==> src/rtl/avalon_msg_enforcer_if.sv <==
// Avalon-ST bus bundle: data, valid, rdy, sop, eop, empty.
// The empty field is wide enough to carry out-of-range values such as
// DATA_WIDTH_IN_BYTES itself, so that a misbehaving source can be detected.
interface avalon_st_if #(
  parameter int DATA_WIDTH_IN_BYTES = 16
);
  localparam int EMPTY_W = $clog2(DATA_WIDTH_IN_BYTES + 1);

  logic [8*DATA_WIDTH_IN_BYTES-1:0] data;
  logic                             valid;
  logic                             rdy;
  logic                             sop;
  logic                             eop;
  logic [EMPTY_W-1:0]               empty;

  modport master (output data, output valid, output sop, output eop, output empty, input rdy);
  modport slave  (input data, input valid, input sop, input eop, input empty, output rdy);
endinterface

==> src/rtl/avalon_msg_enforcer.sv <==
// Avalon-ST message enforcer. Cleans an untrusted stream: drops beats outside
// a message, strips stray SOPs, masks bytes past the EOP empty count, truncates
// messages longer than MAX_MSG_BEATS (discarding the rest), and keeps
// saturating event counters. The output is a single register stage.
module avalon_msg_enforcer #(
  parameter int DATA_WIDTH_IN_BYTES = 16,
  parameter int MAX_MSG_BEATS       = 64,
  parameter int CNT_WIDTH           = 16
) (
  input  logic                 clk,
  input  logic                 rst,
  avalon_st_if.slave           untrusted_msg,
  avalon_st_if.master          enforced_msg,
  input  logic                 clear_counters,
  output logic                 missing_sop_indi,
  output logic                 unexpected_sop_indi,
  output logic                 oversize_indi,
  output logic                 bad_empty_indi,
  output logic [CNT_WIDTH-1:0] missing_sop_cnt,
  output logic [CNT_WIDTH-1:0] unexpected_sop_cnt,
  output logic [CNT_WIDTH-1:0] oversize_cnt,
  output logic [CNT_WIDTH-1:0] bad_empty_cnt
);

  localparam int DW = 8 * DATA_WIDTH_IN_BYTES;
  localparam int EW = $clog2(DATA_WIDTH_IN_BYTES + 1);
  localparam int BW = $clog2(MAX_MSG_BEATS + 1);

  localparam logic [EW-1:0]        BYTES_E   = EW'(DATA_WIDTH_IN_BYTES);
  localparam logic [EW-1:0]        MAX_EMPTY = EW'(DATA_WIDTH_IN_BYTES - 1);
  localparam logic [BW-1:0]        LAST_CNT  = BW'(MAX_MSG_BEATS - 1);
  localparam logic [CNT_WIDTH-1:0] CNT_MAX   = {CNT_WIDTH{1'b1}};

  typedef enum logic [1:0] {
    S_IDLE    = 2'd0,
    S_IN_MSG  = 2'd1,
    S_DISCARD = 2'd2
  } state_t;

  // Saturating increment: holds at all-ones once reached.
  function automatic logic [CNT_WIDTH-1:0] sat_inc(input logic [CNT_WIDTH-1:0] cnt,
                                                   input logic                 en);
    logic [CNT_WIDTH-1:0] res;
    if (en && (cnt != CNT_MAX)) res = cnt + CNT_WIDTH'(1);
    else                        res = cnt;
    return res;
  endfunction

  state_t               r_state;
  state_t               w_state_nxt;
  logic [BW-1:0]        r_beat_cnt;
  logic [BW-1:0]        w_beat_cnt_nxt;

  logic                 r_out_valid;
  logic                 r_out_sop;
  logic                 r_out_eop;
  logic [EW-1:0]        r_out_empty;
  logic [DW-1:0]        r_out_data;

  logic                 r_missing_indi;
  logic                 r_unexp_indi;
  logic                 r_over_indi;
  logic                 r_bad_indi;
  logic [CNT_WIDTH-1:0] r_missing_cnt;
  logic [CNT_WIDTH-1:0] r_unexp_cnt;
  logic [CNT_WIDTH-1:0] r_over_cnt;
  logic [CNT_WIDTH-1:0] r_bad_cnt;

  logic                 w_accept;
  logic                 w_bad_empty_in;
  logic [EW-1:0]        w_eop_empty;
  logic [DW-1:0]        w_masked;
  logic                 w_fwd;
  logic                 w_sop;
  logic                 w_eop;
  logic [EW-1:0]        w_empty;
  logic [DW-1:0]        w_data;
  logic                 w_missing;
  logic                 w_unexp;
  logic                 w_over;
  logic                 w_bad;

  // Single output register: accept whenever it is empty or being drained.
  assign untrusted_msg.rdy = ~r_out_valid | enforced_msg.rdy;
  assign w_accept          = untrusted_msg.valid & untrusted_msg.rdy;

  assign enforced_msg.valid = r_out_valid;
  assign enforced_msg.sop   = r_out_sop;
  assign enforced_msg.eop   = r_out_eop;
  assign enforced_msg.empty = r_out_empty;
  assign enforced_msg.data  = r_out_data;

  assign missing_sop_indi    = r_missing_indi;
  assign unexpected_sop_indi = r_unexp_indi;
  assign oversize_indi       = r_over_indi;
  assign bad_empty_indi      = r_bad_indi;
  assign missing_sop_cnt     = r_missing_cnt;
  assign unexpected_sop_cnt  = r_unexp_cnt;
  assign oversize_cnt        = r_over_cnt;
  assign bad_empty_cnt       = r_bad_cnt;

  // Clamp an out-of-range empty and zero the trailing invalid bytes of a real EOP beat.
  always_comb begin
    w_bad_empty_in = (untrusted_msg.empty >= BYTES_E);
    if (w_bad_empty_in) w_eop_empty = MAX_EMPTY;
    else                w_eop_empty = untrusted_msg.empty;
    w_masked = untrusted_msg.data;
    for (int k = 0; k < DATA_WIDTH_IN_BYTES; k++) begin
      if (k >= (DATA_WIDTH_IN_BYTES - int'(w_eop_empty)))
        w_masked[8*(DATA_WIDTH_IN_BYTES-k)-1 -: 8] = 8'h00;
      else
        w_masked[8*(DATA_WIDTH_IN_BYTES-k)-1 -: 8] = untrusted_msg.data[8*(DATA_WIDTH_IN_BYTES-k)-1 -: 8];
    end
  end

  // Message-framing decode for the beat currently offered on the input.
  always_comb begin
    w_state_nxt    = r_state;
    w_beat_cnt_nxt = r_beat_cnt;
    w_fwd          = 1'b0;
    w_sop          = 1'b0;
    w_eop          = 1'b0;
    w_empty        = '0;
    w_data         = untrusted_msg.data;
    w_missing      = 1'b0;
    w_unexp        = 1'b0;
    w_over         = 1'b0;
    w_bad          = 1'b0;
    case (r_state)
      S_IDLE: begin
        if (untrusted_msg.sop) begin
          w_fwd = 1'b1;
          w_sop = 1'b1;
          if (untrusted_msg.eop) begin
            w_eop   = 1'b1;
            w_empty = w_eop_empty;
            w_data  = w_masked;
            w_bad   = w_bad_empty_in;
          end else if (MAX_MSG_BEATS == 1) begin
            // A one-beat limit truncates right on the SOP beat.
            w_eop       = 1'b1;
            w_over      = 1'b1;
            w_state_nxt = S_DISCARD;
          end else begin
            w_beat_cnt_nxt = BW'(1);
            w_state_nxt    = S_IN_MSG;
          end
        end else begin
          w_missing = 1'b1;
        end
      end
      S_IN_MSG: begin
        w_fwd   = 1'b1;
        w_unexp = untrusted_msg.sop;
        if (untrusted_msg.eop) begin
          w_eop          = 1'b1;
          w_empty        = w_eop_empty;
          w_data         = w_masked;
          w_bad          = w_bad_empty_in;
          w_beat_cnt_nxt = '0;
          w_state_nxt    = S_IDLE;
        end else if (r_beat_cnt == LAST_CNT) begin
          // Limit reached: close the message here, drop the remainder.
          w_eop          = 1'b1;
          w_over         = 1'b1;
          w_beat_cnt_nxt = '0;
          w_state_nxt    = S_DISCARD;
        end else begin
          w_beat_cnt_nxt = r_beat_cnt + BW'(1);
        end
      end
      S_DISCARD: begin
        w_unexp = untrusted_msg.sop;
        if (untrusted_msg.eop) w_state_nxt = S_IDLE;
        else                   w_state_nxt = S_DISCARD;
      end
      default: begin
        w_beat_cnt_nxt = '0;
        w_state_nxt    = S_IDLE;
      end
    endcase
  end

  // FSM state, output register stage, event pulses and saturating counters.
  always_ff @(posedge clk) begin
    if (rst) begin
      r_state        <= S_IDLE;
      r_beat_cnt     <= '0;
      r_out_valid    <= 1'b0;
      r_out_sop      <= 1'b0;
      r_out_eop      <= 1'b0;
      r_out_empty    <= '0;
      r_out_data     <= '0;
      r_missing_indi <= 1'b0;
      r_unexp_indi   <= 1'b0;
      r_over_indi    <= 1'b0;
      r_bad_indi     <= 1'b0;
      r_missing_cnt  <= '0;
      r_unexp_cnt    <= '0;
      r_over_cnt     <= '0;
      r_bad_cnt      <= '0;
    end else begin
      if (w_accept) begin
        r_state    <= w_state_nxt;
        r_beat_cnt <= w_beat_cnt_nxt;
      end

      if (w_accept && w_fwd) begin
        r_out_valid <= 1'b1;
        r_out_sop   <= w_sop;
        r_out_eop   <= w_eop;
        r_out_empty <= w_empty;
        r_out_data  <= w_data;
      end else if (enforced_msg.rdy) begin
        r_out_valid <= 1'b0;
      end

      r_missing_indi <= w_accept & w_missing;
      r_unexp_indi   <= w_accept & w_unexp;
      r_over_indi    <= w_accept & w_over;
      r_bad_indi     <= w_accept & w_bad;

      if (clear_counters) begin
        r_missing_cnt <= '0;
        r_unexp_cnt   <= '0;
        r_over_cnt    <= '0;
        r_bad_cnt     <= '0;
      end else begin
        r_missing_cnt <= sat_inc(r_missing_cnt, w_accept & w_missing);
        r_unexp_cnt   <= sat_inc(r_unexp_cnt,   w_accept & w_unexp);
        r_over_cnt    <= sat_inc(r_over_cnt,    w_accept & w_over);
        r_bad_cnt     <= sat_inc(r_bad_cnt,     w_accept & w_bad);
      end
    end
  end

endmodule

==> src/flat_wrapper.sv <==
// flat-port wrapper written by rule: the top's interface ports become plain ports
module avalon_msg_enforcer_flat 
#(
  parameter int DATA_WIDTH_IN_BYTES = 16,
  parameter int MAX_MSG_BEATS       = 64,
  parameter int CNT_WIDTH           = 16
)
  (clk, rst, clear_counters, missing_sop_indi, unexpected_sop_indi, oversize_indi, bad_empty_indi, missing_sop_cnt, unexpected_sop_cnt, oversize_cnt, bad_empty_cnt, untrusted_msg_data, untrusted_msg_valid, untrusted_msg_sop, untrusted_msg_eop, untrusted_msg_empty, untrusted_msg_rdy, enforced_msg_data, enforced_msg_valid, enforced_msg_sop, enforced_msg_eop, enforced_msg_empty, enforced_msg_rdy);
  avalon_st_if #(.DATA_WIDTH_IN_BYTES(DATA_WIDTH_IN_BYTES)) untrusted_msg_i ();
  avalon_st_if #(.DATA_WIDTH_IN_BYTES(DATA_WIDTH_IN_BYTES)) enforced_msg_i ();
  input  logic clk;
  input  logic rst;
  input  logic clear_counters;
  output logic missing_sop_indi;
  output logic unexpected_sop_indi;
  output logic oversize_indi;
  output logic bad_empty_indi;
  output logic [CNT_WIDTH-1:0] missing_sop_cnt;
  output logic [CNT_WIDTH-1:0] unexpected_sop_cnt;
  output logic [CNT_WIDTH-1:0] oversize_cnt;
  output logic [CNT_WIDTH-1:0] bad_empty_cnt;
  input wire logic [$bits(untrusted_msg_i.data)-1:0] untrusted_msg_data;
  input wire logic [$bits(untrusted_msg_i.valid)-1:0] untrusted_msg_valid;
  input wire logic [$bits(untrusted_msg_i.sop)-1:0] untrusted_msg_sop;
  input wire logic [$bits(untrusted_msg_i.eop)-1:0] untrusted_msg_eop;
  input wire logic [$bits(untrusted_msg_i.empty)-1:0] untrusted_msg_empty;
  output wire logic [$bits(untrusted_msg_i.rdy)-1:0] untrusted_msg_rdy;
  output wire logic [$bits(enforced_msg_i.data)-1:0] enforced_msg_data;
  output wire logic [$bits(enforced_msg_i.valid)-1:0] enforced_msg_valid;
  output wire logic [$bits(enforced_msg_i.sop)-1:0] enforced_msg_sop;
  output wire logic [$bits(enforced_msg_i.eop)-1:0] enforced_msg_eop;
  output wire logic [$bits(enforced_msg_i.empty)-1:0] enforced_msg_empty;
  input wire logic [$bits(enforced_msg_i.rdy)-1:0] enforced_msg_rdy;
  assign untrusted_msg_i.data = untrusted_msg_data;
  assign untrusted_msg_i.valid = untrusted_msg_valid;
  assign untrusted_msg_i.sop = untrusted_msg_sop;
  assign untrusted_msg_i.eop = untrusted_msg_eop;
  assign untrusted_msg_i.empty = untrusted_msg_empty;
  assign untrusted_msg_rdy = untrusted_msg_i.rdy;
  assign enforced_msg_data = enforced_msg_i.data;
  assign enforced_msg_valid = enforced_msg_i.valid;
  assign enforced_msg_sop = enforced_msg_i.sop;
  assign enforced_msg_eop = enforced_msg_i.eop;
  assign enforced_msg_empty = enforced_msg_i.empty;
  assign enforced_msg_i.rdy = enforced_msg_rdy;
  avalon_msg_enforcer #(.DATA_WIDTH_IN_BYTES(DATA_WIDTH_IN_BYTES), .MAX_MSG_BEATS(MAX_MSG_BEATS), .CNT_WIDTH(CNT_WIDTH)) u_core (.clk(clk), .rst(rst), .untrusted_msg(untrusted_msg_i), .enforced_msg(enforced_msg_i), .clear_counters(clear_counters), .missing_sop_indi(missing_sop_indi), .unexpected_sop_indi(unexpected_sop_indi), .oversize_indi(oversize_indi), .bad_empty_indi(bad_empty_indi), .missing_sop_cnt(missing_sop_cnt), .unexpected_sop_cnt(unexpected_sop_cnt), .oversize_cnt(oversize_cnt), .bad_empty_cnt(bad_empty_cnt));
endmodule
==> config.mk <==
export PLATFORM = sky130hd
export DESIGN_NAME = avalon_msg_enforcer_flat
export DESIGN_NICKNAME = d
export VERILOG_FILES = /design/src/rtl/avalon_msg_enforcer_if.sv /design/src/rtl/avalon_msg_enforcer.sv /design/src/flat_wrapper.sv
export SDC_FILE = /design/constraint.sdc
export NUM_CORES = 1
export LEC_CHECK = 0
export ABC_AREA = 1
export ABC_CLOCK_PERIOD_IN_PS = 3850
export CAP_MARGIN = 20
export CORE_MARGIN = 2
export CORE_UTILIZATION = 47
export CTS_CLUSTER_DIAMETER = 50
export DETAILED_ROUTE_END_ITERATION = 10
export PLACE_DENSITY_LB_ADDON = 0.1
export SLEW_MARGIN = 15
export SYNTH_ARGS = -nofsm -noshare
export SYNTH_HDL_FRONTEND = slang
export SYNTH_SLANG_ARGS = --single-unit
==> constraint.sdc <==
create_clock -name clk -period 3.85 [get_ports clk]
set_clock_uncertainty 0.05 [all_clocks]
set_input_delay 1.155 -clock clk [delete_from_list [all_inputs] [get_ports clk]]
set_output_delay 1.155 -clock clk [all_outputs]
set_load 0.01 [all_outputs]
* Yosys cells after proc, flatten, opt, wreduce, memory -nomap -nowiden
Cells that the tools add are included.
** Word-level totals
- Bits in registers :: 213
- Bits of input ports :: 140
- Logic and storage cells :: 119
** Cells by class
- $add $sub $neg :: 6
- $lt $le $gt $ge :: 17
- Eq/ne operators :: 10
- Mux-type cells :: 52
- Bitwise logic cells :: 8
- Reductions and logical operators :: 11
** Operators with widths (count)
- $ge A5 B32 Y1 const A :: 8
- $mux W128 :: 2
- $pmux W128 S2 :: 1
- $ge A4 B32 Y1 const A :: 4
- $mux W8 :: 16
- $add A16 B1 Y16 const B :: 4
- $ge A3 B32 Y1 const A :: 2
- $ne A16 B16 Y1 const B :: 4
- $ge A1 B32 Y1 const A :: 1
- $ge A2 B32 Y1 const A :: 1
- $mux W7 :: 4
- $pmux W7 S3 :: 1
- $mux W1 :: 15
- $mux W5 :: 3
- $mux W2 :: 5
- $pmux W5 S2 :: 1
- $reduce_and A4 Y1 :: 2
- $add A7 B1 Y7 const B :: 1
- $eq A7 B6 Y1 const B :: 1
- $pmux W1 S2 :: 3
- $pmux W2 S3 :: 1
- $sub A5 B5 Y6 const A :: 1
- $and A1 B1 Y1 :: 5
- $ge A5 B5 Y1 const B :: 1
- other kinds (10) :: 17

* Longest topological paths before layout
- Depth in word-level cells :: 8
- Mapped depth :: 12
- Mapped depth without buffers :: 11

* Worst setup path before layout
No wires, ideal clock.
- Path type :: input to register
- Start point :: input port untrusted_msg_empty[1]
- End point :: register u_core.r_out_data[72] (netlist: u_core.enforced_msg.data[72])
- Library setup time :: 0.070 ns
- Data arrival time :: 2.471 ns
- Required time :: 3.730 ns
- Slack :: 1.258 ns
- Stages on the path :: 10
- Path buffers :: 2
- Cell sequence :: nor2_1 ha_1 inv_1 nor3_4 nor2_4 buf_6 nand3_4 buf_4 nand4_1 a21oi_1
** On the way
- Longest elaborated chain between the ends :: 8
** RTL lines
- from (decl) :: RTL line flat_wrapper.sv:26 : input wire logic [$bits(untrusted_msg_i.empty)-1:0] untrusted_msg_empty;
- $ge A5 B5 Y1 :: RTL line avalon_msg_enforcer.sv:104 : w_bad_empty_in = (untrusted_msg.empty >= BYTES_E);
- $mux W5 * :: RTL line avalon_msg_enforcer.sv:105 : if (w_bad_empty_in) w_eop_empty = MAX_EMPTY;
- $sub A5 B5 Y6 * :: RTL line avalon_msg_enforcer.sv:109 : if (k >= (DATA_WIDTH_IN_BYTES - int'(w_eop_empty)))
- $ge A4 B32 Y1 * :: RTL line avalon_msg_enforcer.sv:109
- $mux W8 * :: RTL line avalon_msg_enforcer.sv:109
- $mux W128 * :: RTL line avalon_msg_enforcer.sv:134, avalon_msg_enforcer.sv:155
- $mux W128 :: RTL line avalon_msg_enforcer.sv:131 : if (untrusted_msg.sop) begin
- $pmux W128 S2 * :: RTL line avalon_msg_enforcer.sv:129 : case (r_state)
- to (signal assigned) :: RTL line avalon_msg_enforcer.sv:213 : r_out_data <= w_data;
- to (decl) :: RTL line avalon_msg_enforcer.sv:58 : logic [DW-1:0] r_out_data;
Mark *: on every way between the ends. The rest lies on a longest branch, timed or not.
A chain may end at the register's enable or synchronous reset.

* Worst setup path in the final report
- Start point :: input port enforced_msg_rdy
- End point :: output port untrusted_msg_rdy
** On the way
- Longest elaborated chain between the ends :: 1
** RTL lines
- from (decl) :: RTL line flat_wrapper.sv:33 : input wire logic [$bits(enforced_msg_i.rdy)-1:0] enforced_msg_rdy;
- $or A1 B1 Y1 :: RTL line avalon_msg_enforcer.sv:84 : assign untrusted_msg.rdy = ~r_out_valid | enforced_msg.rdy;
- to (decl) :: RTL line flat_wrapper.sv:27 : output wire logic [$bits(untrusted_msg_i.rdy)-1:0] untrusted_msg_rdy;
Every way passes these cells.

==> summary.txt <==
Outcome
  • Status: finished, final reports clean

Route
  • DRC viols: 0
  • Drt total wl: between 30000 and 40000 um
  • Via/cell ratio: between 5 and 6
  • Pre-antenna DRT Iters: 5
  • Avg WL per Cell: between 15 and 20 um
  • Starting DRT DRC Count: around 580
  • Antenna-violating nets left: 0
  • Via count: a little under 10000

Synthesis
  • Yosys top cell area share: 45.5%
  • Synth area leader: dfxtp_1
  • Sequential-to-total area share from yosys stat: 45.5%
  • Ys async rst share: 0%
  • Syn Nets: between 1000 and 1500
  • Synth area leaders: dfxtp_1 45%, nand2_1 14%, a21oi_1 10%
  • Top_reg_cell synth: dfxtp_1
  • EDFF count, synth: 0
  • Cell Area, Synth: between 9000 and 10000 sq um
  • Synth Warn #: 0
  • Synth Instances: about 1300
  • Cell variety after synth: 39
  • FF+latch count, synth: ~210
  • Syn Area/Cell: roughly 7.4 sq um

Final layout
  • Most frequent cells in the layout: 359 x nand2_1, 343 x clkdlybuf4s50_1, 213 x dfxtp_1
  • Most common cell after layout, fill and taps aside: nand2_1
  • # fillers: 1639
  • Fin cells: 1881
  • Final Net Count: between 1500 and 2000
  • Layout cells sized above 1: between 6 and 7%
  • Post-synthesis to final-layout area growth: 49.6%
  • FF+latch area: between 4000 and 5000 sq um
  • Area occupied by multi-input gates: ~4500 sq um

Floorplanning
  • Die Ht: between 100 and 150 um
  • Die width: around 150 um
  • CORE AREA: between 15000 and 20000 sq um
  • Initial core utilization: a little under 50%
  • Die area: 21100 sq um
  • Cell Rows: between 50 and 60
  • I/O Pins: between 300 and 400

Power
  • Clk network pwr share: a little under half
  • Switching power: 1.62 mW
  • Net Sw Frac: approximately a quarter
  • Total Power: about 6.3 mW
  • Static leakage: approximately 5 nW
  • Int Pwr: 4.64 mW
  • PD cells: between 400 and 500 nW/um^2
  • Worst vdd ir: between 0.3 and 0.4 mV
  • Combinational share of power: 15.6%
  • Seq pwr share: a little under two fifths

Placed design
  • DP HPWL: 21500 um
  • Inst Count DP: about 1800
  • Final Wtd Congestion: just under 0.9
  • Place WS: 0.246 ns
  • Port Buf Inserts: ~340

Worst setup path
  • WP data required: 2.64 ns
  • WP data arrival: around 2.3 ns
  • Setup CP Type: in2out
  • Crit path from: enforced_msg_rdy
  • Critical Path Source Type: input port
  • R2R Path Start: u_core.missing_sop_cnt[0]
  • Critical Path End Type: primary output
  • Max FO, Critical Path: 3

CTS
  • Hold-fix buffers, CTS: 0
  • Post-CTS setup buffer count: 0
  • H-Tree Depth: 1
  • TritonCTS clock tree: built
  • Clock Latency Late Sink: around 0.54 ns
  • Reg clk slew, reported paths: 0.06 ns
  • Num CTS Buffers: 30
  • Clk buf depth: 3
  • Clock sink total: 213
  • PostCTS Resize Cnt: 0
  • CTS root buf: clkbuf_16

Timing
  • Post-layout min period: 3.49 ns
  • Final period utilization: approximately nine tenths
  • Slew @ Worst Pin: between 0.6 and 0.7 ns
  • Final setup TNS: 0 ns
  • Highest clock rate: about 290 MHz
  • Rel. slew slack: a little under three fifths
  • Post-route setup slack: ~0.36 ns
  • Final Hold Viols: 0
  • Max-slew violations: 0
  • RSZ-0062 raised after global routing: no
  • Setup violators final: 0

Global route
  • Antenna violations before repair: 2
  • Largest net degree at the start of global routing: about 130
  • Vias in the first global route: 8986
  • Gr ovfl total: 0
  • GRT Util Overall: a little over a quarter
  • First-pass GRT wire length: ~48000 um

Hold path
  • Min-delay src: u_core.enforced_msg.empty[4]
  • Worst hold path type: reg2reg

Run
  • Max_cap viols: 0
-- per-stage QoR --
stage	hold slack [ns]	util (%)	instance area, sq um
global placement	0.381	66.3	13000
detailed placement	0.384	66.3	13000
CTS	0.393	71.8	14000
finish	0.394	71.9	14000
global route	0.415	71.9	14000
floorplan	0.388	-	9380
-- final cells by class --
type | instances | area share, %
diodes | 2 | 0.0357
inverters | 77 | 2.06
flip-flops and latches | 213 | 30.4
clock buffers | 37 | 6.12
repair buffers | 355 | 25.2
clock inverters | 15 | 1.51
multi-input cells | 917 | 32.3
well taps | 265 | 2.36
-- worst max-delay path: stages --
cell and delay, ns:
clkdlybuf4s50_1 0.47, inv_2 0.04, nand2_2 0.08, clkdlybuf4s50_1 0.54
-- registers in the layout (all words and copies together), names as in the netlist --
name	flops
u_core.oversize_indi	1
u_core.enforced_msg.sop	1
u_core.missing_sop_indi	1
u_core.bad_empty_indi	1
u_core.enforced_msg.valid	1
u_core.enforced_msg.empty	5
u_core.r_beat_cnt	7
u_core.enforced_msg.eop	1
u_core.missing_sop_cnt	16
u_core.enforced_msg.data	128
u_core.unexpected_sop_cnt	16
u_core.bad_empty_cnt	16
u_core.oversize_cnt	16
u_core.r_state	2
u_core.unexpected_sop_indi	1
-- final timing paths --
kind	slack [ns]	depth (start not counted)	endpoint
min	0.39	2	u_core.enforced_msg.empty[4]
min reg2reg	0.39	2	u_core.enforced_msg.empty[4]
max	0.36	4	untrusted_msg_rdy
max reg2reg	1.63	8	u_core.missing_sop_cnt[0]
-- metal layers --
layer	wire [um]	GRT usage, %	up-vias	part of all wire [%]
li1	-	-	4869	-
met1	12300	33.7	4489	41
met2	14700	47.3	341	49
met3	2150	5.53	54	7.2
met4	932	8.68	0	3.1
met5	0	0	-	0
-- kinds of logic after synthesis --
group	Yosys count	share of synthesized area (%)
compound gates	239	13.1
flops	213	45.5
simple gates	626	29.8
xor+xnor	38	3.55
fa+ha+maj	14	1.87
buf+inv	136	6.15
-- power by group through the flow --
stage	registers [mW]	logic, mW	clock network (mW)
4_1_cts	2.40	0.982	2.95
3_5_place_dp	2.44	0.977	0
5_1_grt	2.41	1.06	3.04
3_3_place_gp	2.44	0.966	0
6_report	2.40	0.977	2.90
2_1_floorplan	2.49	0.423	0
-- synth_stat cells (4+ instances only) --
master	count
inv_2	12
nor2_1	69
nor3_1	24
nand4_1	39
nor3b_1	4
a22oi_1	4
and3_1	4
clkbuf_1	31
nand2_2	7
ha_1	14
xor2_1	16
nand3_1	96
o21ai_0	35
nand2_1	359
a21oi_1	191
buf_4	6
dfxtp_1	213
nand2_4	6
xnor2_1	22
buf_2	17
inv_1	65
Power figures use the tool's default switching activity.
